**config.mk**
```make
export PLATFORM = sky130hd
export DESIGN_NAME = serial_addsub
export DESIGN_NICKNAME = d
export VERILOG_FILES = /design/src/rtl/addsub_pkg.sv /design/src/rtl/serial_addsub_cell.sv /design/src/rtl/serial_addsub.sv
export SDC_FILE = /design/constraint.sdc
export NUM_CORES = 1
export LEC_CHECK = 0
export CORE_MARGIN = 3
export CORE_UTILIZATION = 50
export DETAILED_ROUTE_END_ITERATION = 6
export PLACE_DENSITY = 0.78
export SLEW_MARGIN = 20
export SYNTH_ARGS = -nofsm -noshare
export SYNTH_HDL_FRONTEND = slang
export SYNTH_SLANG_ARGS = --single-unit
```
**constraint.sdc**
```tcl
create_clock -name clk -period 10.2 [get_ports clk]
set_clock_uncertainty 0.1 [all_clocks]
set_input_delay 1.53 -clock clk [delete_from_list [all_inputs] [get_ports clk]]
set_output_delay 1.53 -clock clk [all_outputs]
set_load 0.02 [all_outputs]
```
**src/rtl/addsub_pkg.sv**
```systemverilog
// addsub_pkg: shared states, default sizes and carry type for serial_addsub
package addsub_pkg;
  typedef enum logic [1:0] {IDLE, RUN, DONE} state_t;
  localparam int DEF_WIDTH = 64;
  localparam int DEF_SLICE = 1;
  typedef logic carry_t;
endpackage

```
**src/rtl/serial_addsub_cell.sv**
```systemverilog
// serial_addsub_cell: SLICE-bit ripple add producing sum, carry out and carry into the slice MSB
module serial_addsub_cell #(parameter int SLICE = 1) (
  input  logic [SLICE-1:0] a,
  input  logic [SLICE-1:0] b,
  input  logic             cin,
  output logic [SLICE-1:0] s,
  output logic             cout,
  output logic             c_msb_in
);
  logic [SLICE:0] t;
  assign t = {1'b0, a} + {1'b0, b} + {{SLICE{1'b0}}, cin};
  assign s = t[SLICE-1:0];
  assign cout = t[SLICE];
  assign c_msb_in = a[SLICE-1] ^ b[SLICE-1] ^ s[SLICE-1];
endmodule

```
**src/rtl/serial_addsub.sv**
```systemverilog
// serial_addsub: bit-serial add/sub with NZVC flags and start/busy/done handshake; abort port when SERIAL_ADDSUB_ABORT_EN is defined
module serial_addsub
  import addsub_pkg::*;
#(
  parameter int WIDTH = DEF_WIDTH,
  parameter int SLICE = DEF_SLICE
) (
  input  logic             clk,
  input  logic             reset,
  input  logic             start,
`ifdef SERIAL_ADDSUB_ABORT_EN
  input  logic             abort,
`endif
  input  logic             sub,
  input  logic [WIDTH-1:0] A,
  input  logic [WIDTH-1:0] B,
  output logic             busy,
  output logic             done,
  output logic [WIDTH-1:0] result,
  output logic             negative,
  output logic             zero,
  output logic             overflow,
  output logic             carry_out
);
  localparam int N = WIDTH / SLICE;
  localparam int CW = $clog2(N) + 1;
  if (WIDTH % SLICE != 0 || !(SLICE == 1 || SLICE == 2 || SLICE == 4 || SLICE == 8)) begin : g_bad_slice
    $error("serial_addsub: SLICE must be 1, 2, 4 or 8 and divide WIDTH");
  end
  state_t state;
  logic [WIDTH-1:0] sa, sb, sr, nsr;
  logic [CW-1:0] cnt;
  carry_t carry;
  logic [SLICE-1:0] s;
  logic cout, c_msb_in, abort_run;
  serial_addsub_cell #(.SLICE(SLICE)) u_cell (
    .a(sa[SLICE-1:0]),
    .b(sb[SLICE-1:0]),
    .cin(carry),
    .s(s),
    .cout(cout),
    .c_msb_in(c_msb_in)
  );
  assign nsr = {s, sr[WIDTH-1:SLICE]};
`ifdef SERIAL_ADDSUB_ABORT_EN
  assign abort_run = abort;
`else
  assign abort_run = 1'b0;
`endif
  always_ff @(posedge clk) begin
    if (reset) begin
      state <= IDLE;
      busy <= 1'b0;
      done <= 1'b0;
      result <= '0;
      negative <= 1'b0;
      zero <= 1'b0;
      overflow <= 1'b0;
      carry_out <= 1'b0;
      carry <= 1'b0;
      cnt <= '0;
    end else begin
      done <= 1'b0;
      case (state)
        IDLE: if (start) begin
          sa <= A;
          sb <= sub ? ~B : B;
          carry <= sub;
          cnt <= '0;
          busy <= 1'b1;
          state <= RUN;
        end
        RUN: if (abort_run) begin
          busy <= 1'b0;
          state <= IDLE;
        end else begin
          sa <= sa >> SLICE;
          sb <= sb >> SLICE;
          sr <= nsr;
          carry <= cout;
          cnt <= cnt + 1'b1;
          if (cnt == CW'(N - 1)) begin
            state <= DONE;
            done <= 1'b1;
            result <= nsr;
            negative <= nsr[WIDTH-1];
            zero <= ~|nsr;
            carry_out <= cout;
            overflow <= c_msb_in ^ cout;
          end
        end
        DONE: begin
          busy <= 1'b0;
          state <= IDLE;
        end
        default: state <= IDLE;
      endcase
    end
  end
endmodule

```
# Yosys cells after proc, flatten, opt, wreduce, memory -nomap -nowiden

Index checks and enable logic that the tools add are counted.

Bits in registers: 272
Bits of input ports: 132

Multiplexer cells: 15
$add $sub $neg: 3
Eq/ne operators: 5
Bitwise logic cells: 6
Reduce and logical (&&, ||, !) cells: 12

Operators with widths:

| cell                                                                   | number |
|---|---|
| 64-bit one-hot mux with 2 select lines                                 | 2 |
| 64-bit two-way mux                                                     | 3 |
| 64-bit NOT                                                             | 1 |
| 64-bit OR reduction                                                    | 1 |
| 7-bit one-hot mux with 2 select lines                                  | 1 |
| 2-bit AND reduction                                                    | 5 |
| 7-bit by 1-bit adder with 7-bit output (second input constant)         | 1 |
| 7-bit by 6-bit equality test with 1-bit output (second input constant) | 1 |
| 7-bit two-way mux                                                      | 1 |
| 2-bit two-way mux                                                      | 2 |
| 2-bit inequality test (second input constant)                          | 2 |
| 1-bit one-hot mux with 2 select lines                                  | 2 |
| 2-bit one-hot mux with 2 select lines                                  | 1 |
| 2-bit nonzero test                                                     | 2 |
| 1-bit two-way mux                                                      | 3 |
| 3-bit AND reduction                                                    | 1 |
| 1-bit bitwise XOR                                                      | 3 |
| 1-bit by 1-bit adder with 2-bit output                                 | 1 |
| 2-bit by 1-bit adder with 2-bit output                                 | 1 |
| 2-bit by 1-bit equality test with 1-bit output (second input constant) | 1 |
| 2-bit equality test (second input constant)                            | 1 |
| 2-bit zero test                                                        | 1 |
| 1-bit NOT                                                              | 2 |
| 2-bit OR reduction                                                     | 1 |
| 1-bit zero test                                                        | 1 |

# Logic depth before layout (Yosys ltp)

Gate-level depths: netlist of run 1.

Word-level depth: 4
Depth in mapped cells: 8
Depth with buffers taken out: 5

# Cells and area by module

From an unflattened synthesis of run 1, not the netlist that was laid out.

Cells, all modules: 990
Area, all modules: 10,805.4 µm²

By module, submodules not included:

| module             | area each (µm²) | times used | cells an instance |
|---|---|---|---|
| serial_addsub      | 10,761.6        | 1          | 988 |
| serial_addsub_cell | 43.8            | 1          | 2 |

# Least setup slack after synthesis of run 1

OpenSTA, ideal clock, no wires.

Path kind: input to register
Start point: in start
End point: reg sa[0], enable pin
Buffers on the path: 0
Data arrival time: 7.044 ns
Cell stages on the path: 2
Setup time: 0.618 ns
Path slack: 2.438 ns
Required time: 9.482 ns
Path through: o21bai_1 -> nor2_1

Word-level cells in the longest chain between the ends: 2

Ends and longest elaborated chain:

| element                         | RTL line            | source |
|---|---|---|
| start: declaration              | serial_addsub.sv:10 | `input logic start,` |
| 2-bit inequality test (no line) | n/a                 |  |
| 3-bit AND reduction (no line)   | n/a                 |  |
| end signal: assignment          | serial_addsub.sv:77 | `sa <= sa >> SLICE;` |
| end: declaration                | serial_addsub.sv:31 | `logic [WIDTH-1:0] sa, sb, sr, nsr;` |

Every way passes these cells.
A chain may end at the register's enable or synchronous reset.

# Worst setup path after layout of run 1

Start point: in start
End point: reg sb[38], enable pin

Word-level cells in the longest chain between the ends: 2

Ends and longest elaborated chain:

| element                         | RTL line            | source |
|---|---|---|
| 2-bit inequality test (no line) | n/a                 |  |
| 3-bit AND reduction (no line)   | n/a                 |  |
| end signal: assignment          | serial_addsub.sv:67 | `sb <= sub ? ~B : B;` |
| end signal: assignment          | serial_addsub.sv:78 | `sb <= sb >> SLICE;` |
| end: declaration                | serial_addsub.sv:31 |  |

Every way passes these cells.

==> impl_results.md, run 1 <==
* Vias in the first global route at 7,109
* Final number of setup-violating endpoints at 0
* Status: completed
* Synth Register Bits at 270
* IO buf count at 201
* Top-count cell post-synth: nand2_1
* Top cells by area, synth: edfxtp_1 (53%), dfxtp_1 (15%), nand2_1 (11%)
* Ys async rst share at 0
* Postcts setup bufs at 0
* Worst Hold End: result[58]
* Area leader, netlist: edfxtp_1
* CTS clk-pin slew, worst paths at approximately 60 ps
* Max IR drop VDD at between 0.09 and 0.1 mV
* Worst Hold Class: reg -> reg
* Hold-fix buffers at CTS at 0
* Post-CTS Resized at 0
* Area Overhead vs Synth at 27.55%
* Core area at 21,090 um2
* Worst slack at placement at around 5800 ps
* Setup ws final at around 6400 ps
* Initial DRC Count at between 500 and 600
* Multi-input logic area at 3183 um2
* Combinational share of power at 0.079
* Worst Path Arrival at between 3000 and 4000 ps
* Initial antenna violation count at 2
* Final Core Density at 0.6525
* Tightest Pin Transition at just over 1000 ps
* Yosys warnings at 0
* Avg WL per Cell at about 15 um
* DRT Wirelength at about 22,000 um
* Clock root cell: clkbuf_16
* Sw Ratio at 0.2115
* Synthesized Nets at between 1,000 and 1,500
* Site row count at between 50 and 60
* IO Count at between 200 and 250
* Number of routed nets with antenna violations at 0
* Hold slack at 352.6 ps
* P_leak at roughly 4.8 nW
* R2R depth at 4
* Pin count of the biggest net entering global routing at around 130
* Clk sink count at 270
* Max Cap Violations at 0
* F_max at 0.2608 GHz
* Number of vias in the routed layout at between 7,000 and 8,000
* Unique masters post-synth at 35
* Hold Fails Final Rpt at 0
* Critical-path cell list: clkdlybuf4s50_1, o21bai_1, nor2_4, buf_4, buf_4
* Max FO, Critical Path at slightly below 70
* Net Sw Power at roughly 0.5 mW
* Type of the worst setup path: in -> reg
* Antenna cells at 0
* Clock network power share at 0.397
* Global Route Usage Sum at 0.1794
* Ys flop type: edfxtp_1
* CTS tree: done
* NumNets Final at 1,298
* Max clock buf depth at 3
* Starting Density at 0.5116
* Synth top area share at 0.5317
* Chip width at 152.9 um
* Cell Area, Synth at approximately 11,000 um2
* Reg2reg end: sb[38]
* Hold Crit Depth at 2
* Clk Latency, worst-skew pair at around 510 ps
* Critical-path top delay cell: buf_4
* CP Capture Type: register
* Fin. max-slew vios at 0
* DP HPWL at 14,440 um
* First-pass GRT wire length at between 30,000 and 40,000 um
* GPL Wtd Cong at ~0.8
* Vias per Instance at 5.088
* Flop pwr share at 0.524
* Reg2Reg Setup Slack at approximately 7300 ps
* Depth of the CTS H-tree at 1
* DRC at 0
* Req. time, crit path at 10,240 ps
* Internal Pwr Total at about 1.9 mW
* Die Footprint at around 23,000 um2
* Crit path largest cell delay at roughly 740 ps
* RSZ-0062 raised after global routing: false
* Share of layout cells above drive strength 1 at 0.04476
* Post-synth EDFFs at 191
* Crit share post-route at 0.3759
* Syn Area/Cell at approximately 11 um2
* CP startpoint kind: input pin
* Sequential fraction of the synthesis area at 0.6783
* PwrDens at 174.7 nW/um2
* Setup TNS at 0 ps
* Synth cell count leaders: nand2_1 (323), edfxtp_1 (191), a21oi_1 (131), dfxtp_1 (79), nor2_1 (78)
* Num CTS Buffers at 27
* Post-Syn Instances at 989
* Fill cell count at about 1,600
* Critical Path Most Common Cell: buf_4
* Global route overflow at 0
* Slew HR at 0.3262
* Fin crit period at approximately 3800 ps
* Hold_sp: result[58]
* Router iterations before antenna repair at 4
* Die H at between 150 and 200 um
* Register Area at approximately 7300 um2
* Critical R2R Launch: state[0]
==> area by class of cell <==
class / count / share of cell area
clock buffer: 38 / 0.05211
clock inverter: 11 / 0.009184
inverter: 3 / 0.0008184
multi-input combinational: 654 / 0.2313
sequential: 270 / 0.5318
tap: 275 / 0.02501
timing repair buffer: 208 / 0.1498
==> cell families (layout without fill, tap and decap cells) <==
family | Yosys count | after routing | synth area share
compound gates | 144 | 144 | 0.06959
xor+xnor | 67 | 67 | 0.05440
fa+ha+maj | 2 | 2 | 0.003015
buf+inv | 65 | 260 | 0.02876
flops | 270 | 270 | 0.6783
mux | 3 | 3 | 0.003131
simple gates | 438 | 438 | 0.1628
==> per-stage QoR <==
stage | area [um2] | total power [mW] | std cells
floorplan | 10790 | 1.394 | 989
global placement | 12910 | 1.467 | 1410
detailed placement | 12910 | 1.475 | 1410
CTS | 13760 | 2.426 | 1459
global route | 13760 | 2.491 | 1459
finish | 13760 | 2.404 | 1459
==> placed cells by master (no fill, tap or decap), types with 7 or more instances in the layout <==
master,netlist,final
dfxtp_1,79,79
nor4_1,18,18
clkdlybuf4s50_1,0,199
clkbuf_1,38,11
clkbuf_16,0,27
nor2_1,78,75
nand2_1,323,323
xnor2_1,65,65
buf_4,4,7
edfxtp_1,191,191
a21oi_1,131,131
==> power groups by stage <==
stage	clock network, mW	logic (mW)	registers [mW]
2_1_floorplan	0	0.113	1.28
5_1_grt	1.02	0.213	1.26
3_5_place_dp	0	0.193	1.28
6_report	0.954	0.191	1.26
4_1_cts	0.973	0.194	1.26
3_3_place_gp	0	0.187	1.28
==> registers in the layout, indices dropped and copies added (netlist names) <==
register,cells
zero,1
carry,1
cnt,7
result,64
overflow,1
busy,1
done,1
carry_out,1
sa,64
sr,63
state,2
sb,64
==> how the worst max path moves through the flow <==
| stage | start | end | slack, ps | depth (start not counted) |
|---|---|---|---|---|
| 5_1_grt | start | sb[39] | 6190 | 5 |
| 3_5_place_dp | start | sb[29] | 5790 | 5 |
| 2_1_floorplan | start | sa[0] | 2440 | 2 |
| 4_1_cts | start | sb[13] | 6350 | 5 |
| 3_3_place_gp | start | sb[29] | 5870 | 5 |
| 6_report | start | sb[38] | 6370 | 5 |
==> per-layer routing <==
layer	routed length, um	part of all wire	GRT usage
met5	25	0.0011	0
met4	515	0.023	0.04158
met3	1393	0.062	0.03766
met2	10520	0.47	0.2910
met1	9873	0.44	0.2518
==> critical path: cells and delay by family <==
kind | cells | cell delay (ps)
AO/OA/AOI/OAI | 1 | 220
buffers and inverters | 3 | 1920
AND/OR/NAND/NOR | 1 | 140
(Power assumes the default switching activity.)
==> inputs of run 2 (changes only) <==
--- a/config.mk
+++ b/config.mk
@@ -6,9 +6,9 @@
 export NUM_CORES = 1
 export LEC_CHECK = 0
 export CORE_MARGIN = 3
-export CORE_UTILIZATION = 50
+export CORE_UTILIZATION = 47
 export DETAILED_ROUTE_END_ITERATION = 6
-export PLACE_DENSITY = 0.78
+export PLACE_DENSITY = 0.77
 export SLEW_MARGIN = 20
 export SYNTH_ARGS = -nofsm -noshare
 export SYNTH_HDL_FRONTEND = slang
==> constraint.sdc (replaced) <==
create_clock -name clk -period 3.18 [get_ports clk]
set_clock_uncertainty 0.1 [all_clocks]
set_input_delay 0.477 -clock clk [delete_from_list [all_inputs] [get_ports clk]]
set_output_delay 0.477 -clock clk [all_outputs]
set_load 0.02 [all_outputs]
==> run 2 against run 1 <==
Flip-flop and latch count did not move. Utilization decreased by 2.5 points. Power rose to 3.2 times the previous value. Hold slack got worse by 93 ps. Register-to-register slack got worse by 6400 ps. Non-clock buffer count increased by 4. Final area is 0.99% higher. Sequential share of layout area down 0.52 points. Final cell count grew 0.69%. Critical path type is now reg -> reg. Largest cell class unchanged. Highest routed layer is now met4.
==> impl_results.md, run 2 (synthesis gave the netlist of run 1 again) <==
* Status: completed (unchanged)
* Setup TNS at 0 ps (unchanged)
* Met1 Resource Use GR at 0.2474 (was 0.2518)
* # placed instances at 1,419 (was 1,410)
* Router iterations before antenna repair at 5 (was 4)
* Clk Latency, worst-skew pair at 520 ps (was 510 ps)
* Global route overflow at 0 (unchanged)
* Tightest Pin Transition at 780.1 ps (was 1011 ps)
* Commonest non-fill, non-tap cell in the layout: nand2_1 (unchanged)
* Core area at 22,160 um2 (was 21,090 um2)
* Number of routed nets with antenna violations at 0 (unchanged)
* F_max at roughly 0.43 GHz
* Max FO, Critical Path at 66 (was 69)
* GRT met3 Usage at 0.04262 (was 0.03766)
* Placed cell areas at 13,040 um2 (was 12,910 um2)
* Max IR drop VDD at 0.3840 mV (was 0.09908 mV)
* Share of layout cells above drive strength 1 at 0.04962 (was 0.04476)
* Vias per Instance at 5.152 (was 5.088)
* CP Capture Type: register (unchanged)
* Depth of the CTS H-tree at 1 (unchanged)
* Max clock buf depth at 3 (unchanged)
* Worst Path Arrival at 2620 ps (was 3870 ps)
* Area Overhead vs Synth at 28.81% (was 27.55%)
* Fin. max-slew vios at 0 (unchanged)
* Setup ws final at 868.5 ps (was 6366 ps)
* Critical-path cell list: ha_1, nand3_1, or4_4, a32o_1 (was clkdlybuf4s50_1, o21bai_1, nor2_4, buf_4, buf_4)
* Postcts setup bufs at 0 (unchanged)
* Num CTS Buffers at 28 (was 27)
* Chip width at 157.5 um (was 152.9 um)
* Pin count of the biggest net entering global routing at 193 (was 127)
* Slew HR at 0.4799 (was 0.3262)
* Max Cap Violations at 0 (unchanged)
* Met2 Resource Use GR at 0.2788 (was 0.2910)
* Finished layout cell area at 13,900 um2 (was 13,760 um2)
* Pwr Total at 7.721 mW (was 2.404 mW)
* Site row count at 54 (was 53)
* DRC at 0 (unchanged)
* Crit share post-route at 0.7269
* Vias in the first global route at 7,228 (was 7,109)
* Antenna cells at 0 (unchanged)
* IO buf count at 201 (unchanged)
* Avg WL per Cell at 15.38 um (was 15.30 um)
* Post-CTS Resized at 0 (unchanged)
* DP HPWL at 14,870 um (was 14,440 um)
* Crit path largest cell delay at 900 ps (was 740 ps)
* Regs by FF count: result (64), sa (64), sb (64) (unchanged)
* Die H at 157.5 um (was 152.9 um)
* CTS tree: done (unchanged)
* DRT Wirelength at 22,590 um (was 22,330 um)
* Worst slack at placement at 855.6 ps (was 5792 ps)
* Initial antenna violation count at 0 (was 2)
* NumNets Final at 1,303 (was 1,298)
* Worst Hold Class: in -> reg (was reg -> reg)
* PwrDens at 555.6 nW/um2 (was 174.7 nW/um2)
* Hold-fix buffers at CTS at 0 (unchanged)
* Starting Density at 0.4868 (was 0.5116)
* Req. time, crit path at 3490 ps (was 10,240 ps)
* Initial DRC Count at 499 (was 591)
* First-pass GRT wire length at 35,780 um (was 35,250 um)
* RSZ-0062 raised after global routing: false (unchanged)
* CP startpoint kind: register (was input pin)
* Final Core Density at 0.6270 (was 0.6525)
* Global Route Usage Sum at 0.1767 (was 0.1794)
* Type of the worst setup path: reg -> reg (was in -> reg)
* Most frequent cells in the layout: nand2_1 (323), clkdlybuf4s50_1 (199), edfxtp_1 (191), a21oi_1 (131), dfxtp_1 (79) (unchanged)
* Fin crit period at ~2300 ps
* Die Footprint at 24,810 um2 (was 23,370 um2)
* Final non-filler cell total at 1,469 (was 1,459)
* P_leak at 4.856 nW (was 4.802 nW)
* Critical-path top delay cell: or4_4 (was buf_4)
* Final number of setup-violating endpoints at 0 (unchanged)
* GPL Wtd Cong at 0.7995 (was 0.7996)
* Number of vias in the routed layout at 7,568 (was 7,423)
* Hold slack at 259.8 ps (was 352.6 ps)
* Clk sink count at 270 (unchanged)
* Top Usage Layer GRT: met2 (unchanged)
* Clock root cell: clkbuf_16 (unchanged)
* CTS clk-pin slew, worst paths at 50 ps (was 60 ps)
* Hold Fails Final Rpt at 0 (unchanged)
* IO Count at 202 (unchanged)
## run 2: changes by cell type in the layout (fill, tap and decap cells not counted), sizes merged
| cell | delta |
|---|---|
| buf | +4 |
| clkinvlp | +1 |
| bufinv | -2 |
| clkinv | +1 |
| clkbuf | +1 |
## run 2: final timing paths
kind	start	to	slack [ps]	cells past startpoint
max	cnt[0]	zero	870	4
max reg2reg	cnt[0]	zero	870	4
min reg2reg	result[18]	result[18]	350	2
min	reset	cnt[2]	260	2
## run 2: layout make-up
cell class                      count  area, um2
Inverter                            3      11.26
Clock inverter                     11      76.32
Fill cell                        1773       8265
Timing Repair Buffer              212       2175
Clock buffer                       39      783.3
Tap cell                          280      350.3
Multi-Input combinational cell    654       3183
Sequential cell                   270       7317
## run 2: critical path, delay by kind of cell, from the launching register on
kind            cells  cell delay, ps
flops               1             370
simple gates        2            1150
compound gates      1             380
fa+ha+maj           1             200
## run 2: routing by layer
metal	wire length, um	vias to the layer above
met3	1908	44
li1	-	3709
met5	0	-
met2	10460	275
met1	9699	3540
met4	523	0
## run 2: power breakdown
part	internal, mW	total [mW]	switching, mW
sequential	3.97	4.04	0.0623
clock	1.79	3.05	1.26
combinational	0.313	0.636	0.323
total	6.07	7.72	1.65
==> patch, RTL diff (config.mk and constraints of run 1) <==
Encoding of `state_t`: now one-hot (3 bits for 3 states).
--- a/src/rtl/addsub_pkg.sv
+++ b/src/rtl/addsub_pkg.sv
@@ -1,6 +1,6 @@
 // addsub_pkg: shared states, default sizes and carry type for serial_addsub
 package addsub_pkg;
-  typedef enum logic [1:0] {IDLE, RUN, DONE} state_t;
+  typedef enum logic [2:0] {IDLE = 3'b001, RUN = 3'b010, DONE = 3'b100} state_t;
   localparam int DEF_WIDTH = 64;
   localparam int DEF_SLICE = 1;
   typedef logic carry_t;
Function: same outputs for any inputs over 10 cycles, from zero or initial values and one cycle with reset high; not proved beyond that.
==> patch against run 1 <==
Routed wire length is 3.3% lower. Hold slack better by 0.0029 ns. Non-clock buffer count is 1 higher. Synthesized area is 0.29% lower. Worst setup slack worse by 0.19 ns. Clock power hardly changed. Design area is 0.20% higher. Die area is 0.27% lower. Via count hardly changed. Sequential cell count is 1 higher. Power is 2.7% lower. Critical path type unchanged. Largest power group unchanged. Highest routed layer is now met4.
==> patch: results (changes against run 1) <==
outcome=complete, no violations; Hold Slack=0.3555 ns (+0.002930 ns); CP max stage delay=0.76 ns (+0.02 ns); fin nets=1298 (unchanged); Critical Path AT=4.08 ns (+0.21 ns); drt pass-1 iters=5 (+1); Int Power=1.853 mW (-2.3%); vias in the first global route=6997 (-1.6%); Worst VDD drop=124.1 µV (+25%); Clock Tree Root=clkbuf_16; reg2reg setup slack=7.20 ns (-0.05 ns); hold path startpoint=result[59]; Synth Area in Compound Gates=7.095% (+0.14 points); XOR/XNOR Fraction of Synth Area=5.537% (+0.097 points); mux cell area share after synthesis=0.1047% (-0.21 points); leakage power=4.641 nW (-3.3%); WL final=21.60 mm (-3.3%); Iter 0 DRT Violations=514 (-13%); n_diodes=0 (unchanged); GPL Wtd Cong=0.7816 (-2.3%); Worst Setup SP=start; Tot GR Track Use=17.58% (-0.36 points); largest cells by area after synthesis=edfxtp_1 53%, dfxtp_1 15%, nand2_1 13%; worst slew pin tran=1.041 ns (+0.03039 ns); Clk power=0.956 mW (about the same); crit path max-delay cell type=buf_4; crit end category=flip-flop; drt via density=5.082 (-0.11%); reg2reg start=state[0]; hpwl dp=13.78 mm (-4.6%); clock transition at the registers of the reported paths=0.06 ns (about the same); R2R depth=5 (+1); syn nets=1121 (-0.18%); layout cells sized above 1=4.810% (+0.33 points); hold path endpoint=result[59]; first-pass GRT wire length=34.42 mm (-2.3%); largest net degree at the start of global routing=124 (-2.4%); Post-DP Area=12920 µm² (about the same); pre-CTS setup slack=5.713 ns (-0.07930 ns); filler cell count=1651 (+0.18%); Regs by FF count=result (64), sa (64), sb (64); Post-Layout Cell Count=1460 (+0.069%); FF-to-FF End=sa[1]; Clock Path Buffers=3 (unchanged); Top delay family on crit path=buffers and inverters; Post-synth top cells=384 x nand2_1, 191 x edfxtp_1, 80 x dfxtp_1; Mapped Cells=987 (-0.20%); Pwr Total=2.340 mW (-2.7%); flip-flop and latch power=1.23 mW; initial antenna violation count=0 (-2); Seq/Total Area, Yosys=68.21% (+0.38 points); Adder-Cell Fraction of Synth Area=0.3024% (+0.00088 points); clk_lat worst skew=0.53 ns (+0.02 ns); fin worst setup slack=6.178 ns (-0.1887 ns); EDFF count, synth=191 (unchanged); crit-path max FO=65 (-5.8%)
-- patch: cell count changes after synthesis, sizes merged, moves of 3 or more --
| cell | run 1 | this run |
|---|---|---|
| nand2 | 323 | 384 |
| clkbuf | 38 | 43 |
| a21oi | 131 | 70 |
| o21ai | 3 | 67 |
| and2 | 4 | 1 |
| buf | 24 | 18 |
| a211oi | 1 | 4 |
| nor2 | 78 | 15 |
-- patch: area by class of cell --
type                            instances  area, µm²  area share (%)
Inverter                                2      10.01         0.07260
Clock inverter                         14      110.1          0.7986
Clock buffer                           36      760.7           5.518
Multi-Input combinational cell        653       3161           22.92
Sequential cell                       271       7337           53.22
Tap cell                              275      344.1           2.496
Timing Repair Buffer                  209       2064           14.97
-- patch: layer usage --
metal  GRT usage (%)  routed length [µm]
met3           3.266                1371
met4           3.861                 348
met1           24.61                9412
met5               0                   0
met2           29.02               10460
-- patch: worst reg2reg max path, delay by kind of cell, from the launching register on --
family	cells	cell delay (ns)
buf+inv	2	1.41
flops	1	0.41
simple gates	2	0.37
compound gates	1	0.32
